<file path="src/rtl/aes_pkg.sv">
// aes_pkg: S-box tables, byte indexing and FSM encoding shared by the AES round stages
package aes_pkg;
  typedef enum logic [1:0] {IDLE, RD_LO, RD_HI, CAPT} state_e;
  localparam logic [7:0] SBOX [256] = '{
    8'h63, 8'h7c, 8'h77, 8'h7b, 8'hf2, 8'h6b, 8'h6f, 8'hc5, 8'h30, 8'h01, 8'h67, 8'h2b, 8'hfe, 8'hd7, 8'hab, 8'h76,
    8'hca, 8'h82, 8'hc9, 8'h7d, 8'hfa, 8'h59, 8'h47, 8'hf0, 8'had, 8'hd4, 8'ha2, 8'haf, 8'h9c, 8'ha4, 8'h72, 8'hc0,
    8'hb7, 8'hfd, 8'h93, 8'h26, 8'h36, 8'h3f, 8'hf7, 8'hcc, 8'h34, 8'ha5, 8'he5, 8'hf1, 8'h71, 8'hd8, 8'h31, 8'h15,
    8'h04, 8'hc7, 8'h23, 8'hc3, 8'h18, 8'h96, 8'h05, 8'h9a, 8'h07, 8'h12, 8'h80, 8'he2, 8'heb, 8'h27, 8'hb2, 8'h75,
    8'h09, 8'h83, 8'h2c, 8'h1a, 8'h1b, 8'h6e, 8'h5a, 8'ha0, 8'h52, 8'h3b, 8'hd6, 8'hb3, 8'h29, 8'he3, 8'h2f, 8'h84,
    8'h53, 8'hd1, 8'h00, 8'hed, 8'h20, 8'hfc, 8'hb1, 8'h5b, 8'h6a, 8'hcb, 8'hbe, 8'h39, 8'h4a, 8'h4c, 8'h58, 8'hcf,
    8'hd0, 8'hef, 8'haa, 8'hfb, 8'h43, 8'h4d, 8'h33, 8'h85, 8'h45, 8'hf9, 8'h02, 8'h7f, 8'h50, 8'h3c, 8'h9f, 8'ha8,
    8'h51, 8'ha3, 8'h40, 8'h8f, 8'h92, 8'h9d, 8'h38, 8'hf5, 8'hbc, 8'hb6, 8'hda, 8'h21, 8'h10, 8'hff, 8'hf3, 8'hd2,
    8'hcd, 8'h0c, 8'h13, 8'hec, 8'h5f, 8'h97, 8'h44, 8'h17, 8'hc4, 8'ha7, 8'h7e, 8'h3d, 8'h64, 8'h5d, 8'h19, 8'h73,
    8'h60, 8'h81, 8'h4f, 8'hdc, 8'h22, 8'h2a, 8'h90, 8'h88, 8'h46, 8'hee, 8'hb8, 8'h14, 8'hde, 8'h5e, 8'h0b, 8'hdb,
    8'he0, 8'h32, 8'h3a, 8'h0a, 8'h49, 8'h06, 8'h24, 8'h5c, 8'hc2, 8'hd3, 8'hac, 8'h62, 8'h91, 8'h95, 8'he4, 8'h79,
    8'he7, 8'hc8, 8'h37, 8'h6d, 8'h8d, 8'hd5, 8'h4e, 8'ha9, 8'h6c, 8'h56, 8'hf4, 8'hea, 8'h65, 8'h7a, 8'hae, 8'h08,
    8'hba, 8'h78, 8'h25, 8'h2e, 8'h1c, 8'ha6, 8'hb4, 8'hc6, 8'he8, 8'hdd, 8'h74, 8'h1f, 8'h4b, 8'hbd, 8'h8b, 8'h8a,
    8'h70, 8'h3e, 8'hb5, 8'h66, 8'h48, 8'h03, 8'hf6, 8'h0e, 8'h61, 8'h35, 8'h57, 8'hb9, 8'h86, 8'hc1, 8'h1d, 8'h9e,
    8'he1, 8'hf8, 8'h98, 8'h11, 8'h69, 8'hd9, 8'h8e, 8'h94, 8'h9b, 8'h1e, 8'h87, 8'he9, 8'hce, 8'h55, 8'h28, 8'hdf,
    8'h8c, 8'ha1, 8'h89, 8'h0d, 8'hbf, 8'he6, 8'h42, 8'h68, 8'h41, 8'h99, 8'h2d, 8'h0f, 8'hb0, 8'h54, 8'hbb, 8'h16
  };
  localparam logic [7:0] INV_SBOX [256] = '{
    8'h52, 8'h09, 8'h6a, 8'hd5, 8'h30, 8'h36, 8'ha5, 8'h38, 8'hbf, 8'h40, 8'ha3, 8'h9e, 8'h81, 8'hf3, 8'hd7, 8'hfb,
    8'h7c, 8'he3, 8'h39, 8'h82, 8'h9b, 8'h2f, 8'hff, 8'h87, 8'h34, 8'h8e, 8'h43, 8'h44, 8'hc4, 8'hde, 8'he9, 8'hcb,
    8'h54, 8'h7b, 8'h94, 8'h32, 8'ha6, 8'hc2, 8'h23, 8'h3d, 8'hee, 8'h4c, 8'h95, 8'h0b, 8'h42, 8'hfa, 8'hc3, 8'h4e,
    8'h08, 8'h2e, 8'ha1, 8'h66, 8'h28, 8'hd9, 8'h24, 8'hb2, 8'h76, 8'h5b, 8'ha2, 8'h49, 8'h6d, 8'h8b, 8'hd1, 8'h25,
    8'h72, 8'hf8, 8'hf6, 8'h64, 8'h86, 8'h68, 8'h98, 8'h16, 8'hd4, 8'ha4, 8'h5c, 8'hcc, 8'h5d, 8'h65, 8'hb6, 8'h92,
    8'h6c, 8'h70, 8'h48, 8'h50, 8'hfd, 8'hed, 8'hb9, 8'hda, 8'h5e, 8'h15, 8'h46, 8'h57, 8'ha7, 8'h8d, 8'h9d, 8'h84,
    8'h90, 8'hd8, 8'hab, 8'h00, 8'h8c, 8'hbc, 8'hd3, 8'h0a, 8'hf7, 8'he4, 8'h58, 8'h05, 8'hb8, 8'hb3, 8'h45, 8'h06,
    8'hd0, 8'h2c, 8'h1e, 8'h8f, 8'hca, 8'h3f, 8'h0f, 8'h02, 8'hc1, 8'haf, 8'hbd, 8'h03, 8'h01, 8'h13, 8'h8a, 8'h6b,
    8'h3a, 8'h91, 8'h11, 8'h41, 8'h4f, 8'h67, 8'hdc, 8'hea, 8'h97, 8'hf2, 8'hcf, 8'hce, 8'hf0, 8'hb4, 8'he6, 8'h73,
    8'h96, 8'hac, 8'h74, 8'h22, 8'he7, 8'had, 8'h35, 8'h85, 8'he2, 8'hf9, 8'h37, 8'he8, 8'h1c, 8'h75, 8'hdf, 8'h6e,
    8'h47, 8'hf1, 8'h1a, 8'h71, 8'h1d, 8'h29, 8'hc5, 8'h89, 8'h6f, 8'hb7, 8'h62, 8'h0e, 8'haa, 8'h18, 8'hbe, 8'h1b,
    8'hfc, 8'h56, 8'h3e, 8'h4b, 8'hc6, 8'hd2, 8'h79, 8'h20, 8'h9a, 8'hdb, 8'hc0, 8'hfe, 8'h78, 8'hcd, 8'h5a, 8'hf4,
    8'h1f, 8'hdd, 8'ha8, 8'h33, 8'h88, 8'h07, 8'hc7, 8'h31, 8'hb1, 8'h12, 8'h10, 8'h59, 8'h27, 8'h80, 8'hec, 8'h5f,
    8'h60, 8'h51, 8'h7f, 8'ha9, 8'h19, 8'hb5, 8'h4a, 8'h0d, 8'h2d, 8'he5, 8'h7a, 8'h9f, 8'h93, 8'hc9, 8'h9c, 8'hef,
    8'ha0, 8'he0, 8'h3b, 8'h4d, 8'hae, 8'h2a, 8'hf5, 8'hb0, 8'hc8, 8'heb, 8'hbb, 8'h3c, 8'h83, 8'h53, 8'h99, 8'h61,
    8'h17, 8'h2b, 8'h04, 8'h7e, 8'hba, 8'h77, 8'hd6, 8'h26, 8'he1, 8'h69, 8'h14, 8'h63, 8'h55, 8'h21, 8'h0c, 8'h7d
  };
  function automatic int byte_off(input int c, input int r);
    return 8 * (4 * c + r);
  endfunction
endpackage

</file>
<file path="src/rtl/aes_sbox_bram.sv">
// aes_sbox_bram: 256x8 dual-port synchronous S-box ROM with one-cycle read latency
module aes_sbox_bram
  import aes_pkg::*;
#(
  parameter bit INV = 1'b0
) (
  input  logic       clk,
  input  logic [7:0] addr_a_i,
  input  logic [7:0] addr_b_i,
  output logic [7:0] dout_a_o,
  output logic [7:0] dout_b_o
);
  logic [7:0] dout_a_q, dout_b_q;
  always_ff @(posedge clk) begin
    dout_a_q <= INV ? INV_SBOX[addr_a_i] : SBOX[addr_a_i];
    dout_b_q <= INV ? INV_SBOX[addr_b_i] : SBOX[addr_b_i];
  end
  assign dout_a_o = dout_a_q;
  assign dout_b_o = dout_b_q;
endmodule

</file>
<file path="src/rtl/aes_128_subshift.sv">
// aes_128_subshift: SubBytes + ShiftRows stage of the iterative AES-128 round, one block per 3 cycles
module aes_128_subshift
  import aes_pkg::*;
#(
  parameter bit INV = 1'b0
) (
  input  logic         clk,
  input  logic         kill,
  input  logic         in_valid,
  output logic         in_ready,
  input  logic [127:0] in_data,
  input  logic         in_last,
  output logic         out_valid,
  output logic [127:0] out_data,
  output logic         out_last
);
  state_e       state_q, state_d;
  logic [127:0] hold_q, hold_d, out_data_q, out_data_d;
  logic [63:0]  lo_q, lo_d, half, sub;
  logic         last_q, last_d, out_last_q, out_last_d, out_valid_q, out_valid_d, accept;

  function automatic logic [127:0] shift_rows(input logic [127:0] s);
    logic [127:0] y;
    y = '0;
    for (int c = 0; c < 4; c++)
      for (int r = 0; r < 4; r++)
        y[byte_off(c, r) +: 8] = s[byte_off(INV ? (c + 4 - r) % 4 : (c + r) % 4, r) +: 8];
    return y;
  endfunction

  // Each ROM serves two adjacent bytes of the current 64-bit half
  for (genvar k = 0; k < 4; k++) begin : g_rom
    aes_sbox_bram #(.INV(INV)) u_rom (
      .clk      (clk),
      .addr_a_i (half[16*k +: 8]),
      .addr_b_i (half[16*k+8 +: 8]),
      .dout_a_o (sub[16*k +: 8]),
      .dout_b_o (sub[16*k+8 +: 8])
    );
  end

  assign in_ready = !kill && (state_q == IDLE || state_q == CAPT);

  always_comb begin
    accept      = in_valid && in_ready;
    half        = state_q == RD_HI ? hold_q[127:64] : hold_q[63:0];
    state_d     = state_q == RD_LO ? RD_HI : state_q == RD_HI ? CAPT : accept ? RD_LO : IDLE;
    hold_d      = accept ? in_data : hold_q;
    last_d      = accept ? in_last : last_q;
    lo_d        = state_q == RD_HI ? sub : lo_q;
    out_valid_d = state_q == CAPT;
    out_data_d  = out_valid_d ? shift_rows({sub, lo_q}) : out_data_q;
    out_last_d  = out_valid_d ? last_q : out_last_q;
  end

  always_ff @(posedge clk) begin
    if (kill) begin
      state_q     <= IDLE;
      hold_q      <= '0;
      last_q      <= 1'b0;
      lo_q        <= '0;
      out_valid_q <= 1'b0;
      out_data_q  <= '0;
      out_last_q  <= 1'b0;
    end else begin
      state_q     <= state_d;
      hold_q      <= hold_d;
      last_q      <= last_d;
      lo_q        <= lo_d;
      out_valid_q <= out_valid_d;
      out_data_q  <= out_data_d;
      out_last_q  <= out_last_d;
    end
  end

  assign out_valid = out_valid_q;
  assign out_data  = out_data_q;
  assign out_last  = out_last_q;
endmodule

</file>
<file path="config.mk">
export PLATFORM = sky130hd
export DESIGN_NAME = aes_128_subshift
export DESIGN_NICKNAME = d
export VERILOG_FILES = /design/src/rtl/aes_pkg.sv /design/src/rtl/aes_sbox_bram.sv /design/src/rtl/aes_128_subshift.sv
export SDC_FILE = /design/constraint.sdc
export NUM_CORES = 2
export LEC_CHECK = 0
export CAP_MARGIN = 20
export CELL_PAD_IN_SITES_DETAIL_PLACEMENT = 1
export CELL_PAD_IN_SITES_GLOBAL_PLACEMENT = 2
export CORE_ASPECT_RATIO = 2
export CORE_UTILIZATION = 35
export DETAILED_ROUTE_END_ITERATION = 8
export PLACE_DENSITY_LB_ADDON = 0.1
export SETUP_SLACK_MARGIN = 0.15
export SLEW_MARGIN = 15
export SYNTH_ARGS = -nofsm -noshare
export SYNTH_HDL_FRONTEND = slang
export SYNTH_SLANG_ARGS = --single-unit
export TNS_END_PERCENT = 100
</file>
<file path="constraint.sdc">
create_clock -name clk -period 4.25 [get_ports clk]
set_input_delay 0.85 -clock clk [delete_from_list [all_inputs] [get_ports clk]]
set_output_delay 0.85 -clock clk [all_outputs]
set_load 0.01 [all_outputs]
</file>
# Word-level counts from Yosys, hierarchy flattened
# Memory sizes are Yosys's and may differ from the RTL's. A register that Yosys moved wholly into a read port is not among the register bits.
# Cells that the tools add are included.
op_classes:
  n_bitwise: 8
  n_mux: 4
  eq_ne: 3
  n_reduce_logical: 6
ops:
  columns: ["op", "n"]
  rows:
  - ["NOT 8 -> 9 bit", 8]
  - ["2-to-1 mux 64 bit", 1]
  - ["equality test 2 bit (second input constant)", 2]
  - ["2-to-1 mux 2 bit", 2]
  - ["equality test 2 x 1 -> 1 bit (second input constant)", 1]
  - ["logical AND 1 bit", 2]
  - ["zero test 2 bit", 1]
  - ["OR reduction 2 bit", 1]
  - ["zero test 1 bit", 1]
  - ["logical OR 1 bit", 1]
  - ["2-to-1 mux 1 bit", 1]
totals:
  rom_bits: 16384
  output_inout_bits: 131
  ff_bits: 325
  memories: 8
  word_cells: 37
memory_table:
  columns: ["name", "words", "width", "rd", "rd_ports_with_merged_regs", "write_ports", "line", "rtl"]
  rows:
  - ["(name not given)", 256, 8, 1, 1, 0, "aes_sbox_bram.sv:16", "dout_b_q <= INV ? INV_SBOX[addr_b_i] : SBOX[addr_b_i];"]
  - ["(name not given)", 256, 8, 1, 1, 0, "aes_sbox_bram.sv:15", "dout_a_q <= INV ? INV_SBOX[addr_a_i] : SBOX[addr_a_i];"]
  - ["(name not given)", 256, 8, 1, 1, 0, "aes_sbox_bram.sv:15", null]
  - ["(name not given)", 256, 8, 1, 1, 0, "aes_sbox_bram.sv:16", null]
  - ["(name not given)", 256, 8, 1, 1, 0, "aes_sbox_bram.sv:16", null]
  - ["(name not given)", 256, 8, 1, 1, 0, "aes_sbox_bram.sv:15", null]
  - ["2 more memories", null, null, null, null, null, null, null]

# Logic depth before layout (Yosys ltp)
depth:
  word_depth: 7
  mapped_depth: 17
  depth_no_buf: 12

# Hierarchy
# Synthesis repeated with hierarchy kept, for this count alone.
hier_totals:
  cells_unflattened: 5717
  area_unflattened_um2: 42010.3
by_module_without_submodules:
  columns: ["mod", "cells_per_inst", "area_per_inst_um2", "instances"]
  rows:
  - ["aes_sbox_bram (g_rom[0].u_rom ...)", 1135, 7148.1, 2]
  - ["aes_sbox_bram (g_rom[2].u_rom ...)", 1076, 7079.3, 2]
  - ["aes_128_subshift", 1295, 13555.5, 1]

# Worst setup path after synthesis
# OpenSTA, ideal clock, no wires.
synth_timing:
  kind: "flip-flop to flip-flop"
  start: "reg state_q[0]"
  end: "reg g_rom[3].u_rom.dout_b_q[0]"
  synth_period_minus_slack_ns: 3.527
  setup_ns: 0.127
  t_required_ns: 4.123
  slack_ns: 0.723
  n_path_buf: 4
  arrival_time_ns: 3.400
  stages_incl_launch_ff: 16
  cell_sequence: "dfxtp_1 > inv_1 > ha_1 > buf_4 > mux2_2 > clkbuf_1 > clkbuf_1 > ha_1 > clkbuf_1 > nand2b_1 > a32oi_1 > o22ai_1 > o21ai_0 > o311a_1 > a2111oi_0 > or3_1"
synth_via:
  elab_chain_cells: 3
synth_lines:
  columns: ["item", "line", "rtl"]
  rows:
  - ["start, declared", "aes_128_subshift.sv:17", "state_e state_q, state_d;"]
  - ["start signal, assigned", "aes_128_subshift.sv:66", "state_q <= state_d;"]
  - ["equality test 2 bit", "aes_128_subshift.sv:46", "half = state_q == RD_HI ? hold_q[127:64] : hold_q[63:0];"]
  - ["2-to-1 mux 64 bit", "aes_128_subshift.sv:46", null]
  - ["NOT 8 -> 9 bit", null, null]
  - ["end, declared", "aes_sbox_bram.sv:13", "logic [7:0] dout_a_q, dout_b_q;"]
# No other way between the ends.
# A chain may end at the register's enable or synchronous reset.

# Worst setup path in the final report
layout_timing:
  start: "reg state_q[0]"
  end: "reg g_rom[3].u_rom.dout_b_q[1]"
# Same word-level chain as after synthesis.

==> run_results.csv <==
group,metric,value,unit
outcome,outcome,"finished, final reports clean",
sta,tightestPinTransition,1.21,ns
clocking,clk_root_buffer_cell,"clkbuf_16",
placement,gp_congestion,1.13,
placement,place.detailed.hpwl,201000,microns
power_and_ir_drop,ir_worst_vdd,0.000448,V
floorplan,core_area,114000,sq um
placement,io_buffers,262,
layout,layout.nets,6437,
critical_path,path_cells,"inv_1, ha_4, buf_4, mux2i_4, buf_4, ha_1, nor2_1, o21ai_0, a311oi_1, and3_1, nor4_1, o32ai_1, buf_4",
critical_path,crit_path_start_kind,"flip-flop",
clocking,clkSinkCount,389,
synth,synthMuxAreaShare,9.64,%
clocking,cts_max_path_buffers,3,
detailed_routing,top_layer,"met5",
worst_hold_path,hold_class,"flip-flop to flip-flop",
synth,synth_most_common_cell,"nand2_1",
sta,setup_viol,0,
synth,postSynthAreaPerCell,6.76,sq um
grt,grt_max_degree,173,
sta,fin_skew,0.0280,ns
synth,synth_top_family_by_area,"compound AO/OA/AOI/OAI gates",
layout,synthToLayoutAreaGrowth,20.8,%
synth,synthArstFlopShare,0,%
sta,max-slew-margin-rel,18.8,%
synth,ys_warn_count,0,
detailed_routing,drc,0,
detailed_routing,vias,54800,
synth,synthFlopType,"dfxtp_1",
critical_path,worst_setup_path_end_kind,"flip-flop",
grt,grt_overflow,0,
detailed_routing,detail_route.wirelength,273000,microns
sta,fin_crit_sh,96.5,%
synth,synth_top_area_cell,"dfxtp_1",
grt,grt_pass1_wl,394000,microns
critical_path,crit_path_top_delay_cell,"nor2_1",
synth,synthCells,5962,
detailed_routing,wl_per_cell,35.1,microns
synth,synth-seq-cells,389,
layout,final_core_util,42.8,%
synth,synth_cell_types,90,
power_and_ir_drop,power.switching,0.0118,W
clocking,cts_max_level,2,
sta,fin_crit,4.10,ns
clocking,clock_latency,0.64,ns
clocking,clk_pin_slew_worst_paths,0.07,ns
critical_path,crit_top_cell,"buf_4",
floorplan,die_w,242,microns
floorplan,die-height,482,microns
power_and_ir_drop,switching_share,52.3,%
synth,synth_xor_area_share,0.583,%
sta,hold_viol_final,0,
detailed_routing,m1WireLength,89000,microns
layout,drive_gt1_share,13.2,%
synth,ys_top_cells_by_area,"dfxtp_1 (19%), o21ai_0 (7.3%), mux2i_1 (7.1%), nand2_1 (6.7%), nor2_1 (6.4%)",
clocking,numCtsBuffers,43,
power_and_ir_drop,powerDensity,463,nW/um^2
placement,place_ws,-0.0515,ns
power_and_ir_drop,p_seq_share,22.0,%
power_and_ir_drop,p_leak,17.1,nW
critical_path,crit_arrival,4.66,ns
synth,ys_top_cells_by_count,"nand2_1 (720), nor2_1 (688), o21ai_0 (586), a21oi_1 (447), dfxtp_1 (389)",
sta,maxSlewViolCount,0,
floorplan,start_util,35.4,%
flow_run,cap_violations,0,
critical_path,slowest_delay,0.63,ns
critical_path,worstSetupPathType,"flip-flop to flip-flop",
detailed_routing,dr_wl_met3,24900,microns
detailed_routing,dr.pass1.iters,8,
sta,fin_ws,0.148,ns
synth,syn_nets,6161,
power_and_ir_drop,p_clk_share,18.1,%
synth,synth_enable_flop_cells,0,
sta,rsz0062_at_grt,"yes",
detailed_routing,ant_nets,0,
grt,antenna_found_initial,15,
critical_path,cp_max_fo,14,
floorplan,rows,175,
synth,yosysSeqAreaShare,19.3,%
sta,max_freq,0.244,GHz
synth,synthSimpleGateAreaFrac,24.2,%
clocking,holdBufCountCts,0,
synth,synthAdderAreaFrac,2.08,%
sta,holdWs,0.484,ns
floorplan,io_pins,263,
power_and_ir_drop,combPwrFrac,59.9,%
detailed_routing,drtIter0Drc,6513,
grt,grt_pass1_vias,55600,
power_and_ir_drop,power.internal,0.0108,W
detailed_routing,wl_met2,124000,microns
synth,synth_compound_area_share,36.4,%
critical_path,worstPathRequired,4.81,ns
layout,fillers,14400,
detailed_routing,vias_per_cell,7.04,
floorplan,fp.dieArea,117000,sq um
synth,syn_area,40300,sq um
synth,synth_top_area_share,19.3,%
grt,grt_use_total,45.2,%
clocking,cts_tree,"built",
[per-layer routing]
layer | track usage [%] | up-vias
li1 | - | 22900
met3 | 10.5 | 1741
met5 | 0 | -
met1 | 45.4 | 26100
met2 | 75.4 | 4079
met4 | 46.3 | 8
[cell families (layout without fill, tap and decap cells)]
logic type | after synthesis | after routing
compound gates | 2218 | 2218
xor+xnor | 26 | 26
fa+ha+maj | 67 | 67
buf+inv | 702 | 1009
flops | 389 | 389
mux | 364 | 364
other cells | 0 | 11
simple gates | 2196 | 2196
[worst max-delay path, delay by kind of cell, from the launching register on]
kind            cells  cell delay, ns
simple gates        3            0.95
fa+ha+maj           2            0.78
compound gates      3            0.96
flops               1            0.36
mux                 1            0.26
buf+inv             4            0.70
[timing repair]
item                                    in CTS  in global routing
endpoints found under the setup margin       3                 20
pin swaps                                    0                  1
setup buffers                                0                  4
gates resized for setup                      3                 16
[path summary, 6_finish.rpt]
check        slack [ns]  cells after the start                                  to                    start
max                0.15                     13  g_rom[3].u_rom.dout_b_o[1]$_DFF_P_    state_q[0]$_SDFF_PP0_
min reg2reg        0.48                      2             hold_q[37]$_SDFFE_PP0P_  hold_q[37]$_SDFFE_PP0P_
max reg2reg        0.15                     13  g_rom[3].u_rom.dout_b_o[1]$_DFF_P_    state_q[0]$_SDFF_PP0_
min                0.48                      2             hold_q[37]$_SDFFE_PP0P_  hold_q[37]$_SDFFE_PP0P_
[flip-flops by register name, summed over array words and instances, names as in the netlist]
signal and count:
hold_q 128, out_data 128, lo_q 64, g_rom.u_rom.dout_a_o 32, g_rom.u_rom.dout_b_o 32, state_q 2
last_q 1, out_last 1, out_valid 1
[cell type report]
| type | count | area, sq um | area share [%] |
|---|---|---|---|
| diodes | 11 | 27.5 | 0.0565 |
| repair buffers | 871 | 7570 | 15.5 |
| clock inverters | 18 | 231 | 0.475 |
| inverters | 62 | 233 | 0.478 |
| well taps | 1504 | 1880 | 3.86 |
| multi-input cells | 4871 | 29800 | 61.1 |
| flip-flops and latches | 389 | 7790 | 16.0 |
| clock buffers | 58 | 1200 | 2.47 |
[cell usage in the layout (no fill, tap or decap), drive strengths merged, types with 27 or more instances in the layout]
| cell | instances |
|---|---|
| a31oi | 115 |
| clkdlybuf4s50 | 261 |
| nand2 | 720 |
| ha | 67 |
| a2111oi | 44 |
| and2 | 31 |
| o22ai | 81 |
| mux2i | 304 |
| clkbuf | 58 |
| a32oi | 38 |
| a21oi | 448 |
| nor2b | 29 |
| o221ai | 58 |
| dfxtp | 389 |
| o311ai | 69 |
| o2111ai | 27 |
| nor3 | 218 |
| a221oi | 59 |
| mux2 | 54 |
| o32ai | 27 |
| o21ai | 591 |
| o31ai | 68 |
| inv | 68 |
| a311oi | 69 |
| nand3 | 185 |
| nor4 | 32 |
| buf | 610 |
| nand4 | 43 |
| nor2 | 694 |
| o211ai | 147 |
| nand2b | 158 |
| a211oi | 128 |
[power by group through the flow]
| stage | clock network, W | registers, W | logic [W] |
|---|---|---|---|
| 2_1_floorplan | 0 | 0.00451 | 0.00719 |
| 3_3_place_gp | 0 | 0.00500 | 0.0126 |
| 3_5_place_dp | 0 | 0.00499 | 0.0126 |
| 4_1_cts | 0.00417 | 0.00493 | 0.0126 |
| 5_1_grt | 0.00426 | 0.00500 | 0.0139 |
| 6_report | 0.00408 | 0.00496 | 0.0135 |
[stage by stage]
stage | std cells | total power [W] | setup TNS, ns | area, sq um
after floorplan | 5962 | 0.0117 | 0 | 40300
after global placement | 7692 | 0.0176 | -0.141 | 47100
after detailed placement | 7693 | 0.0176 | -0.0515 | 47200
after CTS | 7769 | 0.0217 | 0 | 48600
after global routing | 7779 | 0.0232 | 0 | 48700
final | 7784 | 0.0226 | 0 | 48700
Note: power is estimated with default switching activity, not from simulation.
